--- config.mk ---
export PLATFORM = sky130hd
export DESIGN_NAME = mux_2_to_1_rr_arbiter
export DESIGN_NICKNAME = d
export VERILOG_FILES = /design/src/rtl/mux_2_to_1_rr_arbiter.sv
export SDC_FILE = /design/constraint.sdc
export NUM_CORES = 1
export LEC_CHECK = 0
export CAP_MARGIN = 20
export CELL_PAD_IN_SITES_DETAIL_PLACEMENT = 0
export CELL_PAD_IN_SITES_GLOBAL_PLACEMENT = 1
export CORE_MARGIN = 2
export CORE_UTILIZATION = 38
export CTS_CLUSTER_DIAMETER = 30
export CTS_CLUSTER_SIZE = 30
export DETAILED_ROUTE_END_ITERATION = 6
export HOLD_SLACK_MARGIN = 0.12
export PLACE_DENSITY = 0.84
export SLEW_MARGIN = 20
export SYNTH_ARGS = -nofsm -noshare
export SYNTH_HDL_FRONTEND = slang
export SYNTH_SLANG_ARGS = --single-unit
--- constraint.sdc ---
create_clock -name clk -period 2.35 [get_ports clk]
set_input_delay 0.5875 -clock clk [delete_from_list [all_inputs] [get_ports clk]]
set_output_delay 0.5875 -clock clk [all_outputs]
set_load 0.01 [all_outputs]
--- src/rtl/mux_2_to_1_rr_arbiter.sv ---
// Round-robin arbiter that time-shares a registered 2:1 mux between two requesters.
// Each grant lasts at most HOLD_CYCLES cycles and ends early if its requester drops out.
module mux_2_to_1_rr_arbiter #(
    parameter int DATA_W      = 3,
    parameter int HOLD_CYCLES = 4,
    parameter int CNT_W       = 8
) (
    input  logic              clk,
    input  logic              rst,
    input  logic              req0,
    input  logic              req1,
    input  logic [DATA_W-1:0] d0,
    input  logic [DATA_W-1:0] d1,
    output logic              gnt0,
    output logic              gnt1,
    output logic              sel,
    output logic [DATA_W-1:0] M,
    output logic              valid,
    output logic              done,
    output logic [CNT_W-1:0]  grant_cnt0,
    output logic [CNT_W-1:0]  grant_cnt1
);

    localparam int HOLD_W = (HOLD_CYCLES > 1) ? $clog2(HOLD_CYCLES) : 1;

    typedef enum logic [1:0] {IDLE, GNT0, GNT1} state_t;

    state_t              r_state;
    state_t              w_nextState;
    state_t              w_choice;
    logic [HOLD_W-1:0]   r_hold;
    logic                r_last;
    logic                r_sel;
    logic                r_done;
    logic                r_valid;
    logic [DATA_W-1:0]   r_m;
    logic [CNT_W-1:0]    r_cnt0;
    logic [CNT_W-1:0]    r_cnt1;
    logic                w_tenureEnd;
    logic                w_lastNext;
    logic                w_load;

    assign w_tenureEnd = ((r_state == GNT0) && ((r_hold == '0) || !req0)) ||
                         ((r_state == GNT1) && ((r_hold == '0) || !req1));

    // The pointer seen by Choose already reflects the tenure that ends on this edge.
    assign w_lastNext = w_tenureEnd ? (r_state == GNT1) : r_last;

    always_comb begin
        w_choice = IDLE;
        if (req0 && req1)
            w_choice = w_lastNext ? GNT0 : GNT1;
        else if (req0)
            w_choice = GNT0;
        else if (req1)
            w_choice = GNT1;
    end

    always_comb begin
        w_nextState = r_state;
        w_load      = 1'b0;
        if ((r_state == IDLE) || w_tenureEnd) begin
            w_nextState = w_choice;
            w_load      = (w_choice != IDLE);
        end
    end

    always_ff @(posedge clk or posedge rst) begin
        if (rst) begin
            r_state <= IDLE;
            r_hold  <= '0;
            r_last  <= 1'b1;
            r_sel   <= 1'b0;
            r_done  <= 1'b0;
            r_cnt0  <= '0;
            r_cnt1  <= '0;
        end else begin
            r_state <= w_nextState;
            r_last  <= w_lastNext;
            r_done  <= w_tenureEnd;
            if (w_load) begin
                r_hold <= HOLD_W'(HOLD_CYCLES - 1);
                r_sel  <= (w_nextState == GNT1);
                if ((w_nextState == GNT0) && (r_cnt0 != '1))
                    r_cnt0 <= r_cnt0 + CNT_W'(1);
                if ((w_nextState == GNT1) && (r_cnt1 != '1))
                    r_cnt1 <= r_cnt1 + CNT_W'(1);
            end else if ((r_state != IDLE) && !w_tenureEnd) begin
                r_hold <= r_hold - HOLD_W'(1);
            end
        end
    end

    // Mux output lags the grant by one cycle; M is frozen while idle.
    always_ff @(posedge clk or posedge rst) begin
        if (rst) begin
            r_valid <= 1'b0;
            r_m     <= '0;
        end else begin
            r_valid <= (r_state != IDLE);
            if (r_state != IDLE)
                r_m <= r_sel ? d1 : d0;
        end
    end

    assign gnt0       = (r_state == GNT0);
    assign gnt1       = (r_state == GNT1);
    assign sel        = r_sel;
    assign M          = r_m;
    assign valid      = r_valid;
    assign done       = r_done;
    assign grant_cnt0 = r_cnt0;
    assign grant_cnt1 = r_cnt1;

endmodule

== Yosys cells after proc, flatten, opt, wreduce, memory -nomap -nowiden ==
Index checks and enable logic that the tools add are counted.

* Add/sub/neg operators: 3
* Reduce and logical (&&, ||, !) cells: 20
* Equality and inequality tests: 6
* Muxes and demuxes: 10

{| class="wikitable"
|+ Operators by type and width
! kind !! count
|-
| adder 8 x 1 -> 8 bit, second input constant || 2
|-
| != test 8 bit, second input constant || 2
|-
| 2-to-1 mux 2 bit || 7
|-
| logical AND 1 bit || 6
|-
| nonzero test 2 bit || 3
|-
| equality test 2 x 1 -> 1 bit, second input constant || 2
|-
| equality test 2 bit, second input constant || 2
|-
| zero test 2 bit || 2
|-
| logical OR 1 bit || 4
|-
| AND reduction 2 bit || 2
|-
| zero test 1 bit || 3
|-
| 2-to-1 mux 3 bit || 1
|-
| 2-to-1 mux 1 bit || 2
|-
| subtractor 2 x 1 -> 2 bit, second input constant || 1
|}

* Bits of input ports: 10
* Register bits after elaboration: 27
* Output and inout port bits: 24

== Depth between registers and ports, before layout ==
Gate-level depths: netlist of the first run.

* Depth after elaboration: 11
* Depth in mapped cells: 8
* Gate-level depth less buffers: 7

== Least setup slack after synthesis of the first run ==
No wires, ideal clock.

* Path type: input -> register
* From: input port req1
* To: register r_cnt0[6], in the netlist grant_cnt0[6]
* Library setup time: 0.128 ns
* Arrival: 1.634 ns
* Path slack: 0.588 ns
* Stages on the path: 6
* Cell sequence: buf_4 nand2b_1 a21oi_2 o21ai_4 nor3_2 mux2_1

* Word-level cells in the longest chain between the ends: 11

{| class="wikitable"
|+ RTL lines
! what !! line !! text
|-
| start, declared || 11 || <nowiki>input logic req1,</nowiki>
|-
| zero test 1 bit || 44 || <nowiki>((r_state == GNT1) && ((r_hold == '0) || !req1));</nowiki>
|-
| logical OR 1 bit || 44 ||
|-
| logical AND 1 bit || 44 ||
|-
| logical OR 1 bit || 43 || <nowiki>assign w_tenureEnd = ((r_state == GNT0) && ((r_hold == '0) || !req0)) ||</nowiki>
|-
| 2-to-1 mux 1 bit || 47 || <nowiki>assign w_lastNext = w_tenureEnd ? (r_state == GNT1) : r_last;</nowiki>
|-
| 2-to-1 mux 2 bit || 52 || <nowiki>w_choice = w_lastNext ? GNT0 : GNT1;</nowiki>
|-
| 2-to-1 mux 2 bit || 51 || <nowiki>if (req0 && req1)</nowiki>
|-
| 2-to-1 mux 2 bit || 62 || <nowiki>if ((r_state == IDLE) || w_tenureEnd) begin</nowiki>
|-
| equality test 2 x 1 -> 1 bit || 84 || <nowiki>if ((w_nextState == GNT0) && (r_cnt0 != '1))</nowiki>
|-
| logical AND 1 bit || 84 ||
|-
| AND reduction 2 bit (no line) * || n/a ||
|-
| end signal, assigned || 85 || <nowiki>r_cnt0 <= r_cnt0 + CNT_W'(1);</nowiki>
|-
| end, declared || 37 || <nowiki>logic [CNT_W-1:0] r_cnt0;</nowiki>
|}

Every way passes the cells marked *; elsewhere a longest branch is shown, timed or not.
A chain may end at the register's enable or synchronous reset.

== Worst setup path in the final report of the first run ==
* From: register r_state[1]
* To: output port gnt1

* Word-level cells in the longest chain between the ends: 1

{| class="wikitable"
|+ RTL lines
! what !! line !! text
|-
| start, declared || 28 || <nowiki>state_t r_state;</nowiki>
|-
| start signal, assigned || 78 || <nowiki>r_state <= w_nextState;</nowiki>
|-
| equality test 2 bit || 107 || <nowiki>assign gnt1 = (r_state == GNT1);</nowiki>
|-
| end, declared || 15 || <nowiki>output logic gnt1,</nowiki>
|}

No other way between the ends.

==> results of run 1 <==
## Yosys cell counts (all sizes together)
cell and count:
a21boi 1, o21bai 1, ha 3, nor2b 2
a22o 1, o211ai 1, nor3 8, or3 1
o21ai 11, dfstp 1, xor2 8, nand3 2
and4 1, mux2 6, o21a 3, mux2i 4
nor2 8, a221oi 1, nand2 18, nand4 7
nand2b 5, inv 8, and2 1, o221ai 1
nor4 1, or2 3, buf 5, and3 1
a21oi 5, dfrtp 26
## power by group through the flow
stage / sequential, mW / clock [mW] / combinational [mW]
after global placement: 0.917 / 0 / 1.07
after floorplan: 0.947 / 0 / 0.571
after global routing: 0.968 / 0.287 / 1.20
final: 0.925 / 0.262 / 1.08
after CTS: 0.924 / 0.272 / 1.10
after detailed placement: 0.928 / 0 / 1.10
## worst min-delay path by stage
stage	end	depth (start not counted)	start
2_1_floorplan	r_last	2	r_last
3_3_place_gp	M[0]	2	M[0]
3_5_place_dp	M[1]	2	M[1]
4_1_cts	M[1]	2	M[1]
5_1_grt	M[2]	2	M[2]
6_report	M[1]	2	M[1]
## sequential cells by signal, summed over array words and instances (netlist names)
register,flops
done,1
r_state,2
M,3
r_hold,2
grant_cnt0,8
r_last,1
grant_cnt1,8
valid,1
sel,1
## tightest hold or removal path, stage by stage, from the launching register on
cell and delay [ns]:
dfrtp_1 0.35, nand2_1 0.05, o21ai_0 0.06
## cells in the final DEF, fill, tap and decap left out, drive strengths merged, types with 5 or more instances in the layout
cell           count
inv                8
o21ai             11
clkdlybuf4s50     33
dfrtp             26
nand2b             5
nand4              7
xor2               8
nor3               8
nor2               8
nand2             18
buf                5
mux2               6
a21oi              5
## cell families after synthesis
kind of cell             after synthesis  synth area share
AO/OA/AOI/OAI                         25             0.120
XOR/XNOR                               8            0.0478
adder cells (fa/ha/maj)                3            0.0256
buffers and inverters                 13            0.0487
flip-flops                            27             0.462
multiplexers                          10            0.0760
AND/OR/NAND/NOR                       58             0.220
## cell type report
type | instances | area share
clock buffer | 4 | 0.0237
inverter | 8 | 0.0158
multi-input combinational | 104 | 0.378
sequential | 27 | 0.357
tap | 48 | 0.0317
timing repair buffer | 38 | 0.194
## metal layers
metal / wire length, microns / up-vias / GRT usage
li1: - / 569 / -
met1: 1400 / 559 / 0.213
met2: 1400 / 31 / 0.235
met3: 92 / 5 / 0.0153
met4: 59 / 0 / 0.0612
met5: 0 / - / 0
## metrics by stage
step | std cells | total power [mW] | instance area [sq um] | utilization
after floorplan | 144 | 1.52 | 1470 | -
after global placement | 225 | 1.99 | 1850 | 0.502
after detailed placement | 225 | 2.02 | 1850 | 0.502
after CTS | 229 | 2.29 | 1900 | 0.514
after global routing | 229 | 2.45 | 1900 | 0.514
final | 229 | 2.27 | 1900 | 0.514
==> results.cfg, run 1 <==
[layout]
multi_input_area_sq_um = 717
seqCellArea_sq_um = 677
fillers = 343
drive_gt1_frac = 0.122
syn_to_final_growth_pct = 29.5
nNetsFinal = 195
diodes = 0

[detailed_routing]
wire_per_inst_microns = 12.9
ant_nets = 0
drtIter0Drc = 82
num_vias = 1164
routed_wl_microns = 2950
dr.pass1.iters = 4
drc = 0
viasPerCell = 5.08

[placed_design]
pre_cts_ws_ns = 0.0915
port_buffers = 33
gp_congestion = 0.823
dp_hpwl_microns = 2200

[worst_setup_path]
worstSetupPathType = reg -> out
r2r_end = grant_cnt0[7]
worst_ep_required_time_ns = 1.76
reg2regPathDepth = 7
path_delay_family = buffers and inverters
end_kind = output port
r2r_slack_ns = 0.39
path_cells = inv_1 > nor2_1 > clkdlybuf4s50_1
endpoint = gnt1
start_kind = register
cpMaxStageDelayCell = dfrtp_1
slowest_delay_ns = 0.57
worstPathArrival_ns = 1.65
crit_path_max_fanout = 11
cp.depth = 3
startpoint = r_state[1]
reg2reg_from = r_hold[0]
crit_buf_inv = 2

[timing]
slew-limit-headroom = 0.751
rsz0062_at_grt = false
fin_skew_ns = 0.00332
hold_slack_ns = 0.488
finalCritPeriodShare = 0.952
layout_setup_ws_ns = 0.114
final.setup.tns_ns = 0
report.final.slew_viol_count = 0
tightest_slew_ns = 0.373
period_minus_slack_ns = 2.24
max_freq_ghz = 0.447
setup_viol = 0
hold_viol = 0

[grt]
antenna_found_initial = 0
grt_max_degree = 28
grt_pass1_vias = 1101
overflow = 0
grtUsageTotal = 0.151
grt_pass1_wl_microns = 5090

[clock_network]
htree_levels = 1
cts.sinks = 27
cts.clk_slew.worst_paths_ns = 0.09
cts_root_buffer = clkbuf_8
cts_tree = done
clk_path_buf_depth = 2
cts_hold_buf = 0
numCtsBuffers = 3
postCtsSetupRepairBufs = 0
cts-resized-gates = 0
insertion_delay_ns = 0.27

[synth]
syn_area_per_cell_sq_um = 10.2
ys_warn_count = 0
ys_types = 40
ys_seq_elements = 27
netlist_top_cells_area = dfrtp_1 44%, xor2_1 4.8%, nand2_1 4.6%
yosys.area.top_type = dfrtp_1
ys_seq_area_frac = 0.462
synth_cells = 144
synth.top_cell.area_share = 0.444
syn-num-nets = 157
synth_area_sq_um = 1470

[power]
p_int_mw = 1.39
max-vdd-ir-drop_mv = 0.442
leakage_nw = 0.771
power_density_nw_per_um2 = 1200
power.share.clock = 0.115
combPwrFrac = 0.477
pwr-share-seq = 0.407
switching_share = 0.387
p_sw_mw = 0.879

[floorplanning]
start_util = 0.397
fp.dieW_microns = 66.1
dieArea_sq_um = 4370
die_y_microns = 66.1
fp.coreArea_sq_um = 3690
pin_count = 34
std_cell_rows = 22

[hold_path]
hold_path.class = reg -> reg

[flow_run]
cap_violations = 0

[outcome]
status = finished clean
No activity file was read; power rests on OpenSTA's default activity.
==> run 2: changes to the inputs <==
Clock period 2.35 ns to 2.2 ns, I/O delays scaled along.
==> results.cfg, run 2 (same netlist as run 1, synthesis figures left out) <==
[layout]
diodes = 0
fin_area_sq_um = 1930
drive_gt1_frac = 0.152
fillers = 357
mostFrequentLayoutCells = 33 x clkdlybuf4s50_1, 24 x dfrtp_1, 18 x nand2_1, 9 x o21ai_0
layout_commonest_cell = clkdlybuf4s50_1
nNetsFinal = 198
syn_to_final_growth_pct = 31.4

[detailed_routing]
wire_per_inst_microns = 12.9
drc = 0
dr.pass1.iters = 4
routed_wl_microns = 3000
viasPerCell = 5.10
drtIter0Drc = 31
ant_nets = 0
num_vias = 1183

[timing]
slew-limit-headroom = 0.738
final.setup.tns_ns = 0
finalCritPeriodShare = 0.952
rsz0062_at_grt = false
fin_skew_ns = 0.00936
report.final.slew_viol_count = 0
hold_viol = 0
tightest_slew_ns = 0.392
period_minus_slack_ns = 2.10
setup_viol = 0
max_freq_ghz = 0.477

[floorplanning]
fp.dieW_microns = 66.1
pin_count = 34
die_y_microns = 66.1
fp.coreArea_sq_um = 3690
start_util = 0.397
std_cell_rows = 22
dieArea_sq_um = 4370

[clock_network]
cts.clk_slew.worst_paths_ns = 0.10
cts_tree = done
cts_root_buffer = clkbuf_8
cts_hold_buf = 0
clk_path_buf_depth = 2
postCtsSetupRepairBufs = 0
cts.sinks = 27
numCtsBuffers = 3
insertion_delay_ns = 0.27
htree_levels = 1

[worst_setup_path]
crit_path_max_fanout = 11
start_kind = register
path_delay_family = buffers and inverters
worstSetupPathType = reg -> out
worstPathArrival_ns = 1.55
crit_buf_inv = 2
worst_ep_required_time_ns = 1.65
end_kind = output port
slowest_delay_ns = 0.54
path_cells = inv_1 > nor2_1 > clkdlybuf4s50_1
cpMaxStageDelayCell = clkdlybuf4s50_1

[power]
leakage_nw = 0.783
power_density_nw_per_um2 = 1280
max-vdd-ir-drop_mv = 0.650

[grt]
grtUsageTotal = 0.154
antenna_found_initial = 0
overflow = 0
grt_pass1_vias = 1147
grt_max_degree = 28
grt_pass1_wl_microns = 5220

[placed_design]
gp_congestion = 0.836
port_buffers = 33
dp_hpwl_microns = 2280
place_area_sq_um = 1870

[hold_path]
hold_path.class = reg -> reg

[flow_run]
cap_violations = 0

[outcome]
status = finished clean
==> run 2: changes by cell type in the layout (fill, tap and decap cells not counted), sizes merged <==
cell / before / now
buf: 5 / 8
clkbuf: 4 / 3
clkinvlp: 0 / 1
==> run 2: worst paths after layout <==
| kind | from | slack [ns] | to | cells after the start |
|---|---|---|---|---|
| worst max-delay path | r_state[1] | 0.10 | gnt1 | 3 |
| worst min-delay path | M[0] | 0.50 | M[0] | 2 |
| worst max register to register | r_hold[0] | 0.23 | grant_cnt0[7] | 7 |
| worst min register to register | M[0] | 0.50 | M[0] | 2 |
| max in group asynchronous | rst | 1.28 | r_last | 3 |
| min in group asynchronous | rst | 0.62 | grant_cnt0[4] | 3 |
==> run 2: routing by layer <==
metal / vias to the layer above / routed length, microns / track usage
met3: 4 / 100 / 0.0170
li1: 581 / - / -
met4: 0 / 47 / 0.0663
met2: 25 / 1570 / 0.264
met1: 573 / 1290 / 0.195
met5: - / 0 / 0
==> run 2: what timing repair did <==
action,in CTS,in global routing
setup endpoints to repair,1,1
gates resized for setup,1,1
gates cloned,0,0
==> run 2: metrics by stage <==
step	hold WS, ns	total power [mW]	util	setup slack, ns	cells
final	0.498	2.46	0.522	0.105	232
after global routing	0.523	2.66	0.522	0.00580	232
after CTS	0.500	2.49	0.522	0.0414	232
after detailed placement	0.476	2.19	0.508	0.0179	228
after global placement	0.466	2.14	0.508	0.0509	228
after floorplan	0.500	1.62	-	0.476	144
==> run 2: final cells by class <==
type | count | area (sq um) | share of cell area
Tap cell | 48 | 60.1 | 0.0312
Inverter | 8 | 30.0 | 0.0156
Clock buffer | 3 | 41.3 | 0.0214
Multi-Input combinational cell | 104 | 717 | 0.372
Timing Repair Buffer | 41 | 390 | 0.203
Sequential cell | 27 | 679 | 0.353
Clock inverter | 1 | 7.51 | 0.00390
==> run 2: power by group <==
group          leakage [nW]  switching, mW  internal, mW
clock network        0.0217          0.157         0.128
registers             0.315          0.295         0.728
logic                 0.446          0.503         0.650
total                 0.783          0.955          1.51
==> run 2: worst reg2reg max path, cell delays in order, from the launching register on <==
cell     delay (ns)
dfrtp_1        0.39
inv_1          0.09
ha_1           0.35
nand2_1        0.09
a21oi_1        0.29
o21ai_4        0.12
nor3_1         0.19
mux2_1         0.34
